### config.mk
export PLATFORM = sky130hd
export DESIGN_NAME = fifo_rd_ctrl1024
export DESIGN_NICKNAME = d
export VERILOG_FILES = /design/src/rtl/fifo_pkg.sv /design/src/rtl/fifo_ptr_cnt.sv /design/src/rtl/fifo_rd_ctrl1024.sv
export SDC_FILE = /design/constraint.sdc
export NUM_CORES = 1
export LEC_CHECK = 0
export ABC_AREA = 1
export BUFFER_PORTS_ARGS = -buffer_cell sky130_fd_sc_hd__buf_2
export CAP_MARGIN = 20
export CORE_MARGIN = 2
export CORE_UTILIZATION = 50
export DETAILED_ROUTE_END_ITERATION = 6
export PLACE_DENSITY = 0.82
export SYNTH_ARGS = -nofsm -noshare
export SYNTH_HDL_FRONTEND = slang
export SYNTH_HIERARCHICAL = 1
export SYNTH_SLANG_ARGS = --single-unit
### constraint.sdc
create_clock -name clk -period 7.06 [get_ports clk]
set_clock_uncertainty 0.15 [all_clocks]
set_input_delay 0.353 -clock clk [delete_from_list [all_inputs] [get_ports clk]]
set_output_delay 0.353 -clock clk [all_outputs]
set_load 0.02 [all_outputs]
### src/rtl/fifo_pkg.sv
// Shared FIFO sizing constants and output-stage state type, used by both FIFO sides.
package fifo_pkg;
  localparam int ADDR_W = 10;
  localparam int DATA_W = 8;
  localparam int PTR_W  = ADDR_W + 1;

  typedef enum logic {
    OUT_EMPTY = 1'b0,
    OUT_VALID = 1'b1
  } out_state_e;
endpackage

### src/rtl/fifo_ptr_cnt.sv
// Wrapping FIFO pointer register with occupancy/empty/almost-empty compare against the peer pointer.
// RD_SIDE selects which pointer is subtracted so the same block serves the write side.
module fifo_ptr_cnt #(
  parameter int ADDR_W    = fifo_pkg::ADDR_W,
  parameter int AE_THRESH = 1,
  parameter bit RD_SIDE   = 1'b1
) (
  input  logic            clk,
  input  logic            rst,
  input  logic            inc_i,
  input  logic [ADDR_W:0] peer_ptr_i,
  output logic [ADDR_W:0] ptr_o,
  output logic [ADDR_W:0] count_o,
  output logic            empty_o,
  output logic            almost_empty_o
);
  localparam int PTR_W = ADDR_W + 1;
  localparam logic [ADDR_W:0] AE_L = PTR_W'(AE_THRESH);

  logic [ADDR_W:0] ptr_q, ptr_d;

  // Natural modulo-2^PTR_W wrap carries rd_addr 1023 -> 0 into the wrap bit.
  assign ptr_d = inc_i ? ptr_q + PTR_W'(1) : ptr_q;

  always_ff @(posedge clk) begin
    if (rst) ptr_q <= '0;
    else     ptr_q <= ptr_d;
  end

  assign ptr_o          = ptr_q;
  assign count_o        = RD_SIDE ? (peer_ptr_i - ptr_q) : (ptr_q - peer_ptr_i);
  assign empty_o        = (peer_ptr_i == ptr_q);
  assign almost_empty_o = (count_o <= AE_L);
endmodule

### src/rtl/fifo_rd_ctrl1024.sv
// Read-side controller for a 1024-entry single-clock FIFO: pointer, registered output word, underflow.
// Define FIFO_RD_FWFT_EN for first-word-fall-through; default is standard latency-1 reads.
module fifo_rd_ctrl1024 #(
  parameter int ADDR_W    = fifo_pkg::ADDR_W,
  parameter int DATA_W    = fifo_pkg::DATA_W,
  parameter int AE_THRESH = 1
) (
  input  logic              clk,
  input  logic              rst,
  input  logic [ADDR_W:0]   wr_ptr,
  input  logic [DATA_W-1:0] mem_rd_data,
  input  logic              rd_req,
  input  logic              underflow_clr,
  output logic [ADDR_W-1:0] rd_addr,
  output logic [ADDR_W:0]   rd_ptr,
  output logic [DATA_W-1:0] data_out,
  output logic              data_valid,
  output logic              empty,
  output logic              almost_empty,
  output logic [ADDR_W:0]   count,
  output logic              underflow
);
  import fifo_pkg::*;

  logic              load;
  logic              uf_set;
  logic [DATA_W-1:0] data_out_q, data_out_d;
  logic              underflow_q, underflow_d;

  fifo_ptr_cnt #(
    .ADDR_W   (ADDR_W),
    .AE_THRESH(AE_THRESH),
    .RD_SIDE  (1'b1)
  ) u_ptr (
    .clk           (clk),
    .rst           (rst),
    .inc_i         (load),
    .peer_ptr_i    (wr_ptr),
    .ptr_o         (rd_ptr),
    .count_o       (count),
    .empty_o       (empty),
    .almost_empty_o(almost_empty)
  );

`ifdef FIFO_RD_FWFT_EN
  out_state_e state_q, state_d;

  // The output register prefetches the head word; rd_req pops it.
  always_comb begin
    state_d = state_q;
    load    = 1'b0;
    case (state_q)
      OUT_EMPTY: if (!empty) begin
        load    = 1'b1;
        state_d = OUT_VALID;
      end
      OUT_VALID: if (rd_req) begin
        if (!empty) load    = 1'b1;
        else        state_d = OUT_EMPTY;
      end
      default: state_d = OUT_EMPTY;
    endcase
  end

  assign uf_set     = rd_req && (state_q != OUT_VALID);
  assign data_valid = (state_q == OUT_VALID);

  always_ff @(posedge clk) begin
    if (rst) state_q <= OUT_EMPTY;
    else     state_q <= state_d;
  end
`else
  logic data_valid_q;

  assign load   = rd_req && !empty;
  assign uf_set = rd_req && empty;

  always_ff @(posedge clk) begin
    if (rst) data_valid_q <= 1'b0;
    else     data_valid_q <= load;
  end

  assign data_valid = data_valid_q;
`endif

  assign data_out_d  = load ? mem_rd_data : data_out_q;
  // Clear beats a same-cycle set so software never loses its acknowledge.
  assign underflow_d = underflow_clr ? 1'b0 : (uf_set ? 1'b1 : underflow_q);

  always_ff @(posedge clk) begin
    if (rst) begin
      data_out_q  <= '0;
      underflow_q <= 1'b0;
    end else begin
      data_out_q  <= data_out_d;
      underflow_q <= underflow_d;
    end
  end

  assign rd_addr   = rd_ptr[ADDR_W-1:0];
  assign data_out  = data_out_q;
  assign underflow = underflow_q;
endmodule

==> impl_metrics.py <==
metrics = {
    "power": {
        "leakage_nw": 1.122,
        "power_per_cell_area_nw_per_um2": 137.7,
        "clockPowerShare_pct": 20.3,
        "intPower_mw": 0.1782,
        "ir_worst_vdd_mv": 0.1190,
        "pwr-share-comb_pct": 33.4,
        "p_sw_mw": 0.09436,
        "seqPwrFrac_pct": 46.2,
        "switching_share_pct": 34.63,
    },
    "placed_design": {
        "gp_congestion": 0.8084,
        "dp_hpwl_um": 2903,
        "postPlaceCellArea_um2": 1953,
        "dp_slack_ps": 4295,
        "portBuffers": 66,
    },
    "routing": {
        "viasPerCell": 4.623,
        "wl_per_cell_um": 9.824,
        "drt-initial-drc-count": 52,
        "ant_nets": 0,
        "vias": 1632,
        "wl_um": 3468,
        "drc": 0,
        "drtPass1Iterations": 4,
    },
    "timing": {
        "slew-limit-headroom_pct": 54.09,
        "hold_viol": 0,
        "setup_tns_ps": 0,
        "timing.fmax_mhz": 355.1,
        "min_period_ps": 2816,
        "post-route-period-util_pct": 39.89,
        "rsz0062_at_grt": "no",
        "timing.final.max_slew_violations": 0,
        "finalSetupViolations": 0,
        "worst_pin_slew_ps": 683.4,
        "layout_setup_ws_ps": 4244,
    },
    "global_route": {
        "antenna_found_initial": 0,
        "grt_usage_pct": 19.57,
        "grt_pass1_wl_um": 5733,
        "grt_overflow": 0,
        "grt_max_degree": 15,
        "grt_pass1_vias": 1460,
    },
    "hold_path": {
        "min_path_type": "in2reg",
    },
    "synthesis": {
        "synth_cell_types": 27,
        "synth_top_area_share_pct": 25.42,
        "synth_area_um2": 1654,
        "yosys_warnings": 6,
        "synth_top_area_cell": "dfxtp_1",
        "syn_nets": 285,
        "ys_seq_area_share_pct": 25.42,
        "ys.flop_type": "dfxtp_1",
        "async_flop_share_pct": 0,
        "synth_cells": 250,
        "synth-seq-cells": 21,
        "synthTopCellsByArea": "dfxtp_1 25%, inv_1 11%, nand2_1 11%, ha_1 8.3%, nand3_1 6.7%",
        "avgSynthCellArea_um2": 6.616,
        "synth_edf_count": 0,
    },
    "final_layout": {
        "antenna_cells": 0,
        "synthToLayoutAreaGrowth_pct": 19.67,
        "drive_above_1_share_pct": 32.36,
        "finalInstanceArea_um2": 1979,
        "utilization_pct": 63.79,
        "num-nets-final": 345,
    },
    "clocking": {
        "cts_inserted_buffers": 3,
        "cts_hold_buf": 0,
        "cts_htree_levels": 1,
        "postCtsSetupRepairBufs": 0,
        "clk_latency_ps": 290,
        "cts_tree": "done",
        "path_clk_slew_ps": 110,
        "cts_resized": 0,
        "cts_buffer_depth": 2,
        "cts_sinks": 21,
        "clock-root-buffer": "clkbuf_4",
    },
    "floorplan": {
        "core_area_um2": 3103,
        "initial_core_util_pct": 53.31,
        "rows": 20,
        "ios": 67,
        "die_y_um": 61.52,
        "die_area_um2": 3784,
        "die_x_um": 61.52,
    },
    "setup_path": {
        "cp.arrival_ps": 2310,
        "crit_fanout": 7,
        "r2r_slack_ps": 4250,
        "cp-end-kind": "output port",
        "critPathKind": "reg2out",
        "worstPathRequired_ps": 6560,
        "crit_path_start_kind": "flip-flop",
    },
    "run": {
        "drv_cap": 0,
    },
    "status": {
        "status": "finished clean",
    },
}
-- worst paths after layout --
kind,start,endpoint,cells after the start
setup / recovery,u_ptr/ptr_o[0]$_SDFFE_PP0P_,almost_empty,13
hold / removal,underflow_clr,underflow$_SDFFE_PP0P_,4
setup reg to reg,u_ptr/ptr_o[7]$_SDFFE_PP0P_,u_ptr/ptr_o[8]$_SDFFE_PP0P_,16
hold reg to reg,data_out[6]$_SDFFE_PP0P_,data_out[6]$_SDFFE_PP0P_,2
-- kinds of logic after synthesis --
family | count (synthesis) | synth area share, %
DFF | 21 | 25.42
and+or+nand+nor | 127 | 37.07
buffers and inverters | 60 | 16.34
xor gates and xnor gates | 3 | 1.589
AOI/OAI and AO/OA | 27 | 10.06
adders and majority gates | 12 | 9.531
-- sequential cells by signal, indices dropped and copies added (netlist names) --
| register | flops |
|---|---|
| data_out | 8 |
| underflow | 1 |
| data_valid | 1 |
| u_ptr/ptr_o | 11 |
-- per-layer routing --
| layer | vias to the layer above | wire (um) | track usage, % |
|---|---|---|---|
| li1 | 892 | - | - |
| met1 | 694 | 1599 | 24.36 |
| met2 | 44 | 1669 | 35.34 |
| met3 | 2 | 177 | 2.311 |
| met4 | 0 | 21 | 5.471 |
| met5 | - | 0 | 0 |
-- cell usage in the layout, fill, tap and decap left out, types with 2 or more instances in the layout --
cell      instances
xor2_1            2
nor2_2            7
a21oi_1          12
o21a_1            2
o21ai_0           3
a21oi_2           3
o21ai_1           2
buf_2            66
ha_1             11
clkbuf_4          3
inv_1            48
nand2_1          48
nor3_1            4
nand3_2           4
nor2_4            3
o21bai_1          3
nand3_1          22
nor2_1           24
dfxtp_1          21
nand2_2          12
nand4_1           2
-- synth_stat cells (2+ instances only) --
master,n
o21ai_0,3
xor2_1,2
nor2_2,7
nand3_1,22
nand2_1,48
nand4_1,2
a21oi_1,12
nor3_1,4
o21bai_1,3
buf_4,10
nor2_4,3
a21oi_2,3
dfxtp_1,21
o21ai_1,2
inv_1,48
nand3_2,4
nand2_2,12
nor2_1,24
o21a_1,2
ha_1,11
-- area by class of cell --
type	instances	area [um2]
fill	327	1124
sequential	21	420.4
tap	44	55.05
timing repair buffer	66	330.3
inverter	49	183.9
clock buffer	4	26.28
multi-input combinational	169	963.4
-- critical path: stages, from the launching register on --
cell and delay, ps:
dfxtp_1 440, ha_1 180, inv_1 60, fa_1 420, nand2_2 90, nand2_2 80
nand3_2 100, nand3_1 90, nand2_2 90, nand2_1 60, nor2_2 100, nand3_2 70
nor2_2 80, buf_2 160
-- power groups by stage --
| stage | clock [mW] | combinational (mW) | sequential (mW) |
|---|---|---|---|
| after floorplan | 0 | 0.0613 | 0.134 |
| after global placement | 0 | 0.0900 | 0.129 |
| after detailed placement | 0 | 0.0915 | 0.129 |
| after CTS | 0.0578 | 0.0916 | 0.126 |
| after global routing | 0.0621 | 0.102 | 0.127 |
| final | 0.0554 | 0.0911 | 0.126 |
-- per-stage QoR --
| stage | total power, mW | std cells | hold slack, ps |
|---|---|---|---|
| 3_3_place_gp | 0.2188 | 349 | 304.9 |
| 4_1_cts | 0.2755 | 353 | 133.8 |
| 2_1_floorplan | 0.1956 | 250 | 272.1 |
| 6_report | 0.2725 | 353 | 142.4 |
| 3_5_place_dp | 0.2202 | 349 | 312.1 |
| 5_1_grt | 0.2914 | 353 | 158.3 |
Power figures use the tool's default switching activity.
